[src/rtl/cpu_pkg.sv]
// Shared CPU constants: default address width, NOP encoding and sequential
// fetch stride.
package cpu_pkg;
  localparam int XLEN = 32;
  localparam logic [31:0] NOP = 32'h0000_0013;
  localparam int PC_INC = 4;
endpackage

[src/rtl/if_slot_buf.sv]
// Circular fetch-slot store: each slot holds a PC, an instruction word and a
// filled flag; head pops, tail allocates, fill points at the oldest unfilled slot.
module if_slot_buf #(
  parameter int XLEN  = cpu_pkg::XLEN,
  parameter int DEPTH = 4
) (
  input  logic                   clk,
  input  logic                   rst,
  input  logic                   flush,
  input  logic                   alloc,
  input  logic [XLEN-1:0]        alloc_pc,
  input  logic                   fill,
  input  logic [31:0]            fill_instr,
  input  logic                   pop,
  output logic                   head_valid,
  output logic [XLEN-1:0]        head_pc,
  output logic [31:0]            head_instr,
  output logic [$clog2(DEPTH):0] count
);
  import cpu_pkg::*;

  localparam int PW = $clog2(DEPTH);
  localparam int CW = PW + 1;

  logic [XLEN-1:0]  pc_mem    [DEPTH];
  logic [31:0]      instr_mem [DEPTH];
  logic [DEPTH-1:0] filled;
  logic [PW-1:0]    head_q;
  logic [PW-1:0]    tail_q;
  logic [PW-1:0]    fill_q;
  logic [CW-1:0]    count_q;

  // Pointers are PW bits wide, so DEPTH being a power of two gives free wrap.
  always_ff @(posedge clk) begin
    if (rst || flush) begin
      head_q  <= '0;
      tail_q  <= '0;
      fill_q  <= '0;
      count_q <= '0;
      filled  <= '0;
    end else begin
      if (alloc) begin
        filled[tail_q] <= 1'b0;
        tail_q         <= tail_q + 1'b1;
      end
      if (fill) begin
        filled[fill_q] <= 1'b1;
        fill_q         <= fill_q + 1'b1;
      end
      if (pop) begin
        head_q <= head_q + 1'b1;
      end
      count_q <= count_q + CW'(alloc) - CW'(pop);
    end
  end

  always_ff @(posedge clk) begin
    if (alloc) begin
      pc_mem[tail_q] <= alloc_pc;
    end
    if (fill) begin
      instr_mem[fill_q] <= fill_instr;
    end
  end

  assign head_valid = (count_q != '0) && filled[head_q];
  assign head_pc    = (count_q != '0) ? pc_mem[head_q] : '0;
  assign head_instr = head_valid ? instr_mem[head_q] : NOP;
  assign count      = count_q;
endmodule

[src/rtl/if_prefetch_unit.sv]
// Instruction prefetch unit: issues sequential fetches into a small slot
// buffer, returns words in order to decode, and discards stale responses on redirect.
module if_prefetch_unit #(
  parameter int XLEN  = cpu_pkg::XLEN,
  parameter int DEPTH = 4
) (
  input  logic                   clk,
  input  logic                   rst,
  input  logic [XLEN-1:0]        boot_addr,
  input  logic                   redirect_valid,
  input  logic [XLEN-1:0]        redirect_pc,
  output logic                   imem_req_valid,
  input  logic                   imem_req_ready,
  output logic [XLEN-1:0]        imem_req_addr,
  input  logic                   imem_rsp_valid,
  input  logic [31:0]            imem_rsp_data,
  output logic                   out_valid,
  input  logic                   out_ready,
  output logic [XLEN-1:0]        out_pc,
  output logic [31:0]            out_instr,
  output logic [$clog2(DEPTH):0] occupancy
);
  import cpu_pkg::*;

  localparam int CW = $clog2(DEPTH) + 1;
  // Headroom for responses still owed across several back-to-back redirects.
  localparam int OW = CW + 3;

  logic [XLEN-1:0] pc_q;
  logic [OW-1:0]   outst_q;
  logic [OW-1:0]   discard_q;
  logic            full;
  logic            req_fire;
  logic            rsp_fire;
  logic            rsp_drop;
  logic            rsp_keep;
  logic            pop;
  logic            head_valid;
  logic [XLEN-1:0] head_pc;
  logic [31:0]     head_instr;
  logic [CW-1:0]   count;

  // Handshakes: a transfer happens on a rising edge where valid and ready are
  // both high; valid never depends on ready, and a stalled entry holds its data.
  assign full           = (count == CW'(DEPTH));
  assign imem_req_valid = !rst && !redirect_valid && !full;
  assign imem_req_addr  = rst ? boot_addr : pc_q;
  assign req_fire       = imem_req_valid && imem_req_ready;
  assign rsp_fire       = imem_rsp_valid && (outst_q != '0) && !rst;
  assign rsp_drop       = rsp_fire && (redirect_valid || (discard_q != '0));
  assign rsp_keep       = rsp_fire && !rsp_drop;
  assign out_valid      = head_valid && !redirect_valid && !rst;
  assign pop            = out_valid && out_ready;
  assign out_pc         = rst ? '0 : head_pc;
  assign out_instr      = rst ? '0 : head_instr;
  assign occupancy      = count;

  if_slot_buf #(
    .XLEN (XLEN),
    .DEPTH(DEPTH)
  ) u_slot_buf (
    .clk       (clk),
    .rst       (rst),
    .flush     (redirect_valid),
    .alloc     (req_fire),
    .alloc_pc  (pc_q),
    .fill      (rsp_keep),
    .fill_instr(imem_rsp_data),
    .pop       (pop),
    .head_valid(head_valid),
    .head_pc   (head_pc),
    .head_instr(head_instr),
    .count     (count)
  );

  // On redirect every still-owed response becomes stale; no request fires that
  // cycle, so the new outstanding count equals the new discard count.
  always_ff @(posedge clk) begin
    if (rst) begin
      pc_q      <= boot_addr;
      outst_q   <= '0;
      discard_q <= '0;
    end else begin
      outst_q <= outst_q + OW'(req_fire) - OW'(rsp_fire);
      if (redirect_valid) begin
        pc_q      <= redirect_pc;
        discard_q <= outst_q - OW'(rsp_fire);
      end else begin
        if (req_fire) begin
          pc_q <= pc_q + XLEN'(PC_INC);
        end
        if (rsp_drop) begin
          discard_q <= discard_q - 1'b1;
        end
      end
    end
  end
endmodule
[config.mk]
export PLATFORM = sky130hd
export DESIGN_NAME = if_prefetch_unit
export DESIGN_NICKNAME = d
export VERILOG_FILES = /design/src/rtl/cpu_pkg.sv /design/src/rtl/if_slot_buf.sv /design/src/rtl/if_prefetch_unit.sv
export SDC_FILE = /design/constraint.sdc
export NUM_CORES = 1
export LEC_CHECK = 0
export ABC_AREA = 1
export CORE_UTILIZATION = 45
export CTS_CLUSTER_SIZE = 14
export DETAILED_ROUTE_END_ITERATION = 8
export PLACE_DENSITY = 0.68
export SLEW_MARGIN = 10
export SYNTH_ARGS = -nofsm -noshare
export SYNTH_HDL_FRONTEND = slang
export SYNTH_SLANG_ARGS = --single-unit
[constraint.sdc]
create_clock -name clk -period 4.97 [get_ports clk]
set_input_delay 0.994 -clock clk [delete_from_list [all_inputs] [get_ports clk]]
set_output_delay 0.994 -clock clk [all_outputs]
set_load 0.05 [all_outputs]
; After elaboration in Yosys (flattened, before gate mapping)
; Memory sizes are Yosys's and may differ from the RTL's. A register that Yosys moved wholly into a read port is not among the register bits.
; Index checks and enable logic that the tools add are counted.
[word_totals]
register_bits = 57
ramBits = 256
inputBits = 102
out_inout_bits = 101
word_cells = 80
memories = 2
[classes]
addsub = 10
order_cmp = 5
n_eq_ne = 1
muxes = 27
n_bitwise = 3
reduce_logical = 24
[mem_list]
columns = memory, words, word_bits, rd, rd_clocked_by_memory_dff, write_ports, line
row1 = u_slot_buf.instr_mem, 4, 32, 1, 1, 1, if_slot_buf.sv:26  ; logic [31:0] instr_mem [DEPTH];
row2 = u_slot_buf.pc_mem, 4, 32, 1, 1, 1, if_slot_buf.sv:25  ; logic [XLEN-1:0] pc_mem [DEPTH];
[op_table]
columns = operator, n
row1 = 32-bit two-way mux, 8
row2 = 32-bit by 3-bit adder with 32-bit output (second input constant), 1
row3 = 1-bit logical AND, 13
row4 = 4-bit two-way mux, 3
row5 = 6-bit two-way mux, 2
row6 = 6-bit nonzero test, 2
row7 = 6-bit by 1-bit subtractor with 6-bit output, 2
row8 = 2-bit by 3-bit < comparator with 1-bit output (second input constant), 3
row9 = 2-bit two-way mux, 4
row10 = 1-bit two-way mux, 7
row11 = 2-bit by 1-bit adder with 2-bit output (second input constant), 3
row12 = 6-bit by 1-bit adder with 6-bit output, 1
row13 = 3-bit nonzero test, 2
row14 = 6-bit by 1-bit subtractor with 6-bit output (second input constant), 1
row15 = 4-bit bitwise AND, 1
row16 = 1-bit demux with 2-bit select, 2
row17 = 2-bit by 1-bit greater-or-equal comparator with 1-bit output (second input constant), 2
row18 = 1-bit logical NOT, 4
row19 = 4-bit inverter, 1
row20 = 4-bit bitwise OR, 1
row21 = 3-bit by 1-bit adder with 3-bit output, 1
row22 = 3-bit equality test (second input constant), 1
row23 = 3-bit by 1-bit subtractor with 3-bit output, 1
row24 = 1-bit binary-select mux with 2-bit select, 1
row25 = 2 further kinds, 3

; Depth between registers and ports, before layout
; Gate-level depths: netlist of the first run.
[depth]
ltp_word = 10
mapped_depth = 16
depth_no_buf = 16

; Modules after synthesis
; Synthesis of the first run repeated with hierarchy kept, for this count alone.
[hier_totals]
cells_unflattened = 1742
area_unflattened_um2 = 15546.2
[by_module_without_submodules]
columns = module, n_inst, cells_per_inst, area_each_um2
row1 = if_slot_buf, 1, 1065, 11392.2
row2 = if_prefetch_unit, 1, 677, 4154.0

; Least setup slack after synthesis of the first run
; OpenSTA, ideal clock, no wires.
[synth_path]
path_type = input to register
startpoint = in rst
endpoint = mem u_slot_buf.pc_mem[3][0] (enable)
setup_ns = 0.421
arrival_ns = 3.305
required_ns = 4.549
setup_slack_ns = 1.244
path_stages = 7
path_cell_list = buf_6 > inv_6 > nand2_4 > a31oi_4 > nand2_2 > buf_2 > nor2_1
[synth_between]
elab_chain_len = 6
[synth_rtl]
columns = element, line
row1 = from (decl), if_prefetch_unit.sv:8  ; input logic rst,
row2 = 1-bit logical NOT, if_prefetch_unit.sv:46  ; assign imem_req_valid = !rst && !redirect_valid && !full;
row3 = 1-bit logical AND (2 in series), if_prefetch_unit.sv:46
row4 = via imem_req_valid, if_prefetch_unit.sv:12  ; output logic imem_req_valid,
row5 = 1-bit logical AND, if_prefetch_unit.sv:48  ; assign req_fire = imem_req_valid && imem_req_ready;
row6 = 1-bit two-way mux, if_slot_buf.sv:58  ; if (alloc) begin
row7 = 1-bit two-way mux (implied by the code), if_slot_buf.sv:59  ; pc_mem[tail_q] <= alloc_pc;
row8 = to (decl), if_slot_buf.sv:25
; The timed path passes the listed nets, and every way through them passes these cells.

==> flow_summary_export.csv, run 1 <==
group,metric,value,unit
status,status,"complete, no violations",
cts,cts_tree,"yes",
sta,slew_violations,0,
floorplanning,die_w,181,um
pwr,pwr-share-comb,0.123,
floorplanning,rows,65,
placed_design,place_area,16700,um2
global_routing,grt_antenna_before_repair,0,
sta,final.setup.worst_slack,816,ps
pwr,power_density,364,nW/um2
yosys,synthTopCellsByArea,"edfxtp_1 60%, nor2_1 7.5%, o21ai_0 5.8%, nand2_1 4.4%, dfxtp_1 3.8%",
sta,setup-tns-final,0,ps
critical_path,critPathKind,"reg2out",
yosys,yosysSeqAreaShare,0.640,
cts,cts_hold_buffers,0,
yosys,yosys_warnings,0,
route,antenna_left,0,
route,dr.first_iter.drc_count,808,
yosys,synth_ff_type,"edfxtp_1",
global_routing,grt_pass1_vias,10100,
critical_path,worst-path-buf-inv,2,
yosys,netlist_instances,1386,
global_routing,globalRouteOverflowTotal,0,
cts,cts.sinks,315,
critical_path,critPathTopFamily,"buffers and inverters",
critical_path,crit_fanout,47,
sta,fmax,241,MHz
pwr,ir_worst_vdd,0.198,mV
cts,clockBufferDepth,3,
yosys,synth-edff-count,288,
global_routing,grt_max_degree,69,
pwr,p_leak,6.53,nW
layout,antennaDiodeCount,0,
yosys,synth_nets,1513,
yosys,synthArstFlopShare,0,
pwr,pwr-share-seq,0.478,
cts,numCtsBuffers,34,
yosys,synth_seq_cells,315,
route,wl,34.0,mm
sta,slew_headroom,0.432,
layout,drive_gt1_frac,0.104,
yosys,yosysUniqueCellTypes,41,
critical_path,critPathMaxStageDelay,870,ps
floorplanning,floorplan.die_area,32600,um2
critical_path,cp-start-kind,"flop",
critical_path,cp-end-kind,"output port",
sta,hold_viol_final,0,
sta,post-route-min-period,4150,ps
sta,setup_viol,0,
hold_path,min_from,"u_slot_buf.filled[0]",
critical_path,critPathRequiredTime,3980,ps
run,cap_violations,0,
critical_path,worstPathCellList,"buf_4 -> nor2_1 -> nor2_1 -> o21ai_0 -> a21oi_1 -> clkdlybuf4s50_1",
cts,root_buffer,"clkbuf_16",
placed_design,io_buffers,202,
yosys,ys_top_cells_by_count,"288 x edfxtp_1, 288 x nor2_1, 167 x nand2_1, 167 x o21ai_0, 82 x inv_1",
route,drt-wirelength-per-cell,17.0,um
cts,insertion_delay,500,ps
floorplanning,die-height,181,um
cts,htree_levels,2,
critical_path,r2r_start,"u_slot_buf.head_q[0]",
floorplanning,start_util,0.456,
layout,layout.cells.non_filler,2004,
pwr,p_switching,0.00158,W
pwr,p_sw_frac,0.242,
placed_design,gp_congestion,0.874,
sta,skew,9.28,ps
layout,nNetsFinal,1705,
floorplanning,coreArea,31500,um2
sta,fin_crit_sh,0.836,
cts,cts_resized,0,
critical_path,slowest_stage,"clkdlybuf4s50_1",
yosys,yosys.area.top_type,"edfxtp_1",
route,viasPerCell,5.20,
floorplanning,num_io_pins,203,
layout,final_cell_area,17900,um2
yosys,syn-cell-area,14400,um2
pwr,p_int,0.00494,W
placed_design,place_hpwl,21.8,mm
yosys,avgSynthCellArea,10.4,um2
placed_design,placed_cells,1944,
route,first_pass_iters,5,
sta,rsz0062_at_grt,"no",
yosys,synth_top_area_share,0.602,
cts,cts_setup_buffers,0,
global_routing,grt_pass1_wl,53.8,mm
placed_design,preCtsSetupSlack,950,ps
critical_path,critPathArrivalTime,3160,ps
critical_path,cpMostUsedCell,"nor2_1",
layout,syn_to_final_growth,24.7,%
route,drc,0,
cts,clk_pin_slew,60,ps
sta,worst-slew-pin-transition,852,ps
pwr,clockPowerShare,0.399,
route,vias,10400,
global_routing,grt.total_usage,0.210,
hold_path,hp-class,"reg2reg",
==> power by group through the flow <==
| stage | Sequential (W) | Clock, W | Combinational, W |
|---|---|---|---|
| after floorplan | 0.00313 | 0 | 0.000541 |
| after global placement | 0.00316 | 0 | 0.000789 |
| after detailed placement | 0.00317 | 0 | 0.000800 |
| after CTS | 0.00311 | 0.00264 | 0.000805 |
| after global routing | 0.00313 | 0.00276 | 0.000902 |
| final | 0.00312 | 0.00260 | 0.000804 |
==> sequential cells by signal (all words and copies together), names as in the netlist, named ones only <==
name / flops
u_slot_buf.head_q: 2
u_slot_buf.count: 3
u_slot_buf.tail_q: 2
u_slot_buf.pc_mem: 128
u_slot_buf.fill_q: 2
discard_q: 6
pc_q: 32
outst_q: 6
u_slot_buf.instr_mem: 128
u_slot_buf.filled: 4
==> cell type report <==
type                       instances  area, um2
multi-input combinational        901       4490
tap                              402        503
sequential                       315       9190
clock buffer                      40        947
timing repair buffer             224       2150
inverter                         102        390
clock inverter                    20        226
fill                            2640      13600
==> worst register-to-register path: cells and delay by family, from the launching register on <==
kind / cells / cell delay [ps]
xor gates and xnor gates: 1 / 180
buffers and inverters: 3 / 210
adders and majority gates: 3 / 840
AOI/OAI and AO/OA: 3 / 370
DFF: 1 / 430
and+or+nand+nor: 4 / 340
==> placed cells by master, fill, tap and decap left out, types with 23 or more instances in the layout <==
cell type and n:
clkbuf_16 37, o21ai_0 167, nand3_1 58, dfxtp_1 25
nand2_1 167, edfxtp_1 288, buf_4 38, a21oi_1 75
ha_1 23, nor2_1 284, clkdlybuf4s50_1 184, inv_1 82
==> cells by family (layout without fill, tap and decap cells) <==
| kind of cell | Yosys count | in the layout | synth area share |
|---|---|---|---|
| buf+inv | 170 | 386 | 0.0479 |
| xor+xnor | 23 | 23 | 0.0140 |
| compound gates | 287 | 287 | 0.107 |
| fa+ha+maj | 25 | 25 | 0.0228 |
| flops | 315 | 315 | 0.640 |
| simple gates | 566 | 566 | 0.168 |
==> per-layer routing <==
metal | track usage | part of all wire | vias up
li1 | - | - | 5124
met1 | 0.283 | 0.44 | 4889
met2 | 0.349 | 0.48 | 357
met3 | 0.0374 | 0.067 | 44
met4 | 0.0561 | 0.019 | 0
met5 | 0 | 0 | -
==> metrics by stage <==
step	power [W]	hold WS, ps	utilization
after floorplan	0.00367	450	-
after global placement	0.00395	475	0.532
after detailed placement	0.00397	477	0.532
after CTS	0.00656	485	0.569
after global routing	0.00679	525	0.569
final	0.00652	485	0.569
==> worst paths after layout <==
check        cells after the start                    to  slack [ps]
min reg2reg                      2  u_slot_buf.filled[0]         480
min                              2  u_slot_buf.filled[0]         480
max reg2reg                     14   u_slot_buf.count[2]        2510
max                              6             out_pc[6]         820
Note: power is estimated with default switching activity, not from simulation.
==> run 2: changes to the inputs <==
- PLACE_DENSITY: 0.68 -> 0.7
- clock period: 4.97 -> 3.54 ns (I/O delays scaled with it)
==> run 2 against run 1 <==
Against the previous run:
- setup slack lost 380 ps
- worst hold slack lost 4.8 ps
- global-route usage up 0.51 points
- clock skew down 0.51 ps
- combinational power up 39%
- flip-flop and latch count did not move
- first-iteration DRC count decreased by 6.4%
- critical path type unchanged
- largest power group unchanged
==> flow_summary_export.csv, run 2 (synthesis gave the netlist of run 1 again) <==
group,metric,value,unit
route,antenna_left,0,
cts,insertion_delay,500,ps
critical_path,critPathKind,"reg2out",
hold_path,min_from,"discard_q[5]",
route,dr.first_iter.drc_count,756,
critical_path,r2r_start,"u_slot_buf.head_q[0]",
sta,rsz0062_at_grt,"no",
layout,layout_common_cells,"288 x edfxtp_1, 284 x nor2_1, 167 x nand2_1, 167 x o21ai_0, 109 x clkdlybuf4s50_1",
status,status,"complete, no violations",
layout,largestRegisters,"u_slot_buf.instr_mem: 128 flops, u_slot_buf.pc_mem: 128 flops, pc_q: 32 flops",
layout,n_fill_cell,2664,
sta,skew,8.77,ps
route,vias,10500,
critical_path,worstPathCellList,"inv_1 -> nand3_2 -> inv_1 -> nor2_1 -> inv_1 -> buf_4 -> a21oi_1 -> buf_4",
layout,antennaDiodeCount,0,
sta,worst-slew-pin-transition,633,ps
critical_path,cpMostUsedCell,"inv_1",
global_routing,globalRouteOverflowTotal,0,
critical_path,critPathRequiredTime,2830,ps
route,first_pass_iters,5,
pwr,ir_worst_vdd,0.372,mV
global_routing,grt_max_degree,129,
critical_path,cp-start-kind,"flop",
placed_design,gp_congestion,0.856,
critical_path,slowest_stage,"dfxtp_1",
cts,numCtsBuffers,36,
hold_path,min_path_cells,2,
critical_path,critPathMaxStageDelay,440,ps
global_routing,grt_antenna_before_repair,0,
global_routing,grt_pass1_wl,54.7,mm
critical_path,cp-end-kind,"output port",
floorplanning,num_io_pins,203,
hold_path,hp-class,"reg2reg",
sta,setup-tns-final,0,ps
route,drc,0,
cts,root_buffer,"clkbuf_16",
placed_design,place_area,16800,um2
floorplanning,die-height,181,um
critical_path,reg2reg_depth,14,
sta,setup_viol,0,
placed_design,io_buffers,202,
pwr,power_density,521,nW/um2
route,viasPerCell,5.23,
cts,cts_tree,"yes",
hold_path,min_to,"discard_q[5]",
critical_path,critPathArrivalTime,2400,ps
layout,nNetsFinal,1710,
critical_path,r2r-end,"u_slot_buf.count[2]",
critical_path,ff2ff_setup_slack,1090,ps
cts,cts_setup_buffers,0,
run,cap_violations,0,
sta,hold_viol_final,0,
floorplanning,start_util,0.456,
layout,drive_gt1_frac,0.154,
floorplanning,coreArea,31500,um2
cts,cts.sinks,315,
cts,cts_hold_buffers,0,
sta,fin_crit_sh,0.877,
layout,final_cell_area,18000,um2
floorplanning,rows,65,
cts,cts_resized,0,
route,drt-wirelength-per-cell,17.3,um
floorplanning,floorplan.die_area,32600,um2
sta,slew_headroom,0.578,
global_routing,grt.total_usage,0.215,
sta,post-route-min-period,3100,ps
placed_design,place_hpwl,22.5,mm
global_routing,grt_pass1_vias,10200,
sta,slew_violations,0,
sta,fmax,322,MHz
cts,clk_pin_slew,60,ps
cts,htree_levels,2,
cts,clockBufferDepth,3,
pwr,p_leak,6.76,nW
critical_path,crit_fanout,25,
route,wl,34.8,mm
floorplanning,die_w,181,um
layout,syn_to_final_growth,25.5,%
layout,layout_commonest_cell,"edfxtp_1",
[run 2: worst max path at each step]
stage,from,end,slack (ps),depth (start not counted)
3_5_place_dp,redirect_valid,outst_q[4],390,13
3_3_place_gp,redirect_valid,outst_q[4],430,13
6_report,u_slot_buf.count[2],out_pc[10],440,8
5_1_grt,u_slot_buf.count[2],out_pc[10],340,8
4_1_cts,u_slot_buf.count[2],out_pc[10],390,8
2_1_floorplan,rst,u_slot_buf.pc_mem[3][0],100,7
[run 2: cell type report]
cell class	instances	area (um2)	share of cell area
Sequential cell	315	9190	0.510
Multi-Input combinational cell	901	4490	0.249
Timing Repair Buffer	227	2200	0.122
Clock buffer	41	941	0.0522
Tap cell	402	503	0.0279
Inverter	102	390	0.0217
Clock inverter	20	302	0.0167
[run 2: through the flow]
stage | hold WS, ps | std cells | setup WS, ps | total power, W | utilization
final | 480 | 2008 | 436 | 0.00939 | 0.572
after global placement | 469 | 1947 | 427 | 0.00555 | 0.533
after global routing | 502 | 2008 | 343 | 0.00976 | 0.572
after floorplan | 450 | 1386 | 100 | 0.00515 | -
after detailed placement | 475 | 1947 | 389 | 0.00557 | 0.533
after CTS | 483 | 2008 | 392 | 0.00947 | 0.572
[run 2: power by group]
group          internal (W)  switching, W
logic              0.000421      0.000699
clock network       0.00248       0.00141
registers           0.00423      0.000146
total               0.00713       0.00225
[run 2: worst max-delay path: cells and delay by family, from the launching register on]
| kind | cells | cell delay, ps |
|---|---|---|
| flip-flops | 1 | 440 |
| AO/OA/AOI/OAI | 1 | 300 |
| AND/OR/NAND/NOR | 2 | 240 |
| buffers and inverters | 5 | 900 |
[run 2: routing by layer]
metal | global-route usage | routed length, um
met1 | 0.281 | 15000
met5 | 0 | 0
met2 | 0.367 | 16900
met4 | 0.0677 | 837
met3 | 0.0348 | 2030
==> run 3: changes to the inputs <==
- PLACE_DENSITY: 0.7 -> 0.68
- clock period: 3.54 -> 3.85 ns (I/O delays scaled with it)
==> run 3 against run 2 <==
Against the previous run:
- sequential share of layout area is essentially flat
- total power shrank 8.6%
- setup slack gained 88 ps
- critical path depth shrank 3
- count of clock-buffer cells in the layout is the same
- via count shrank 0.35%
- clock power shrank 10%
- final cell count is essentially flat
- register-to-register slack gained 290 ps
- clock skew grew 8.6 ps
- global-route usage shrank 0.35 points
- cell area is essentially flat
- largest power group unchanged
- highest routed layer is now met5
==> flow_summary_export.csv, run 3 (synthesis gave the netlist of run 1 again) <==
group,metric,value,unit
status,status,"complete, no violations",
route,viasPerCell,5.20,
global_routing,grt.total_usage,0.212,
pwr,pwr-share-comb,0.124,
placed_design,io_buffers,202,
global_routing,grt_pass1_vias,10200,
sta,slew_headroom,0.446,
pwr,power_density,476,nW/um2
floorplanning,rows,65,
route,first_pass_iters,5,
critical_path,crit_fanout,65,
sta,worst-slew-pin-transition,831,ps
cts,cts_setup_buffers,0,
floorplanning,start_util,0.456,
floorplanning,die_w,181,um
sta,fmax,301,MHz
placed_design,gp_congestion,0.872,
sta,slew_violations,0,
layout,final_cell_area,18000,um2
global_routing,grt_pass1_wl,54.1,mm
critical_path,critPathKind,"reg2out",
route,antenna_left,0,
cts,cts_resized,0,
floorplanning,floorplan.die_area,32600,um2
sta,skew,17.3,ps
cts,cts_hold_buffers,0,
pwr,power,0.00858,W
cts,root_buffer,"clkbuf_16",
floorplanning,num_io_pins,203,
pwr,pwr-share-seq,0.469,
cts,htree_levels,2,
cts,cts_tree,"yes",
pwr,p_int,0.00651,W
pwr,p_leak,6.72,nW
sta,hold_ws,482,ps
global_routing,globalRouteOverflowTotal,0,
pwr,ir_worst_vdd,0.291,mV
floorplanning,die-height,181,um
sta,rsz0062_at_grt,"no",
sta,fin_crit_sh,0.864,
floorplanning,coreArea,31500,um2
pwr,p_sw_frac,0.241,
sta,post-route-min-period,3330,ps
layout,layout_commonest_cell,"edfxtp_1",
run,cap_violations,0,
layout,nNetsFinal,1710,
route,wl,34.4,mm
global_routing,grt_max_degree,69,
cts,cts.sinks,315,
layout,antennaDiodeCount,0,
placed_design,place_area,16800,um2
critical_path,critPathArrivalTime,2560,ps
pwr,clockPowerShare,0.408,
sta,hold_viol_final,0,
placed_design,place_hpwl,21.7,mm
route,drc,0,
cts,numCtsBuffers,36,
route,dr.first_iter.drc_count,583,
critical_path,critPathRequiredTime,3080,ps
critical_path,cp-start-kind,"flop",
critical_path,cp-end-kind,"output port",
pwr,p_switching,0.00207,W
sta,setup_viol,0,
layout,largestRegisters,"u_slot_buf.instr_mem: 128 flops, u_slot_buf.pc_mem: 128 flops, pc_q: 32 flops",
global_routing,grt_antenna_before_repair,1,
hold_path,hp-class,"reg2reg",
cts,clk_pin_slew,60,ps
layout,syn_to_final_growth,25.6,%
route,vias,10500,
layout,drive_gt1_frac,0.138,
route,drt-wirelength-per-cell,17.1,um
cts,insertion_delay,510,ps
sta,setup-tns-final,0,ps
layout,layout_common_cells,"288 x edfxtp_1, 284 x nor2_1, 167 x nand2_1, 167 x o21ai_0, 133 x clkdlybuf4s50_1",
cts,clockBufferDepth,3,
run 3: layer usage:
metal | wire length, um | track usage | vias to the layer above
met2 | 16100 | 0.352 | 365
met3 | 2400 | 0.0437 | 71
met1 | 14800 | 0.274 | 4883
met5 | 13 | 0 | -
li1 | - | - | 5135
met4 | 1000 | 0.0745 | 2
run 3: final timing paths:
kind / from / end / slack, ps / cells after the start
max: flop / out_pc[18] / 520 / 5
min: u_slot_buf.filled[2] / u_slot_buf.filled[2] / 480 / 2
max reg2reg: u_slot_buf.head_q[0] / u_slot_buf.count[2] / 1380 / 16
min reg2reg: u_slot_buf.filled[2] / u_slot_buf.filled[2] / 480 / 2
run 3: power by group through the flow:
stage	combinational [W]	sequential (W)	clock [W]
2_1_floorplan	0.000698	0.00404	0
3_3_place_gp	0.00103	0.00408	0
3_5_place_dp	0.00105	0.00409	0
4_1_cts	0.00106	0.00402	0.00357
5_1_grt	0.00117	0.00403	0.00370
6_report	0.00106	0.00402	0.00350
run 3: critical path, stage by stage, from the launching register on:
cell and delay [ps]:
dfxtp_4 350, clkinv_2 590, buf_4 470, o21ai_0 220, a21oi_1 150, buf_4 230
run 3: stage by stage:
| stage | setup slack (ps) | cells | utilization |
|---|---|---|---|
| CTS | 474 | 2009 | 0.573 |
| finish | 524 | 2009 | 0.573 |
| global placement | 486 | 1947 | 0.534 |
| detailed placement | 426 | 1947 | 0.534 |
| global route | 244 | 2009 | 0.573 |
| floorplan | 348 | 1386 | - |
run 3: layout make-up:
| cell class | instances | area, um2 |
|---|---|---|
| clock buffers | 41 | 941 |
| clock inverters | 21 | 278 |
| fillers | 2536 | 13400 |
| flip-flops and latches | 315 | 9190 |
| multi-input cells | 901 | 4490 |
| well taps | 402 | 503 |
| inverters | 102 | 390 |
| repair buffers | 227 | 2230 |
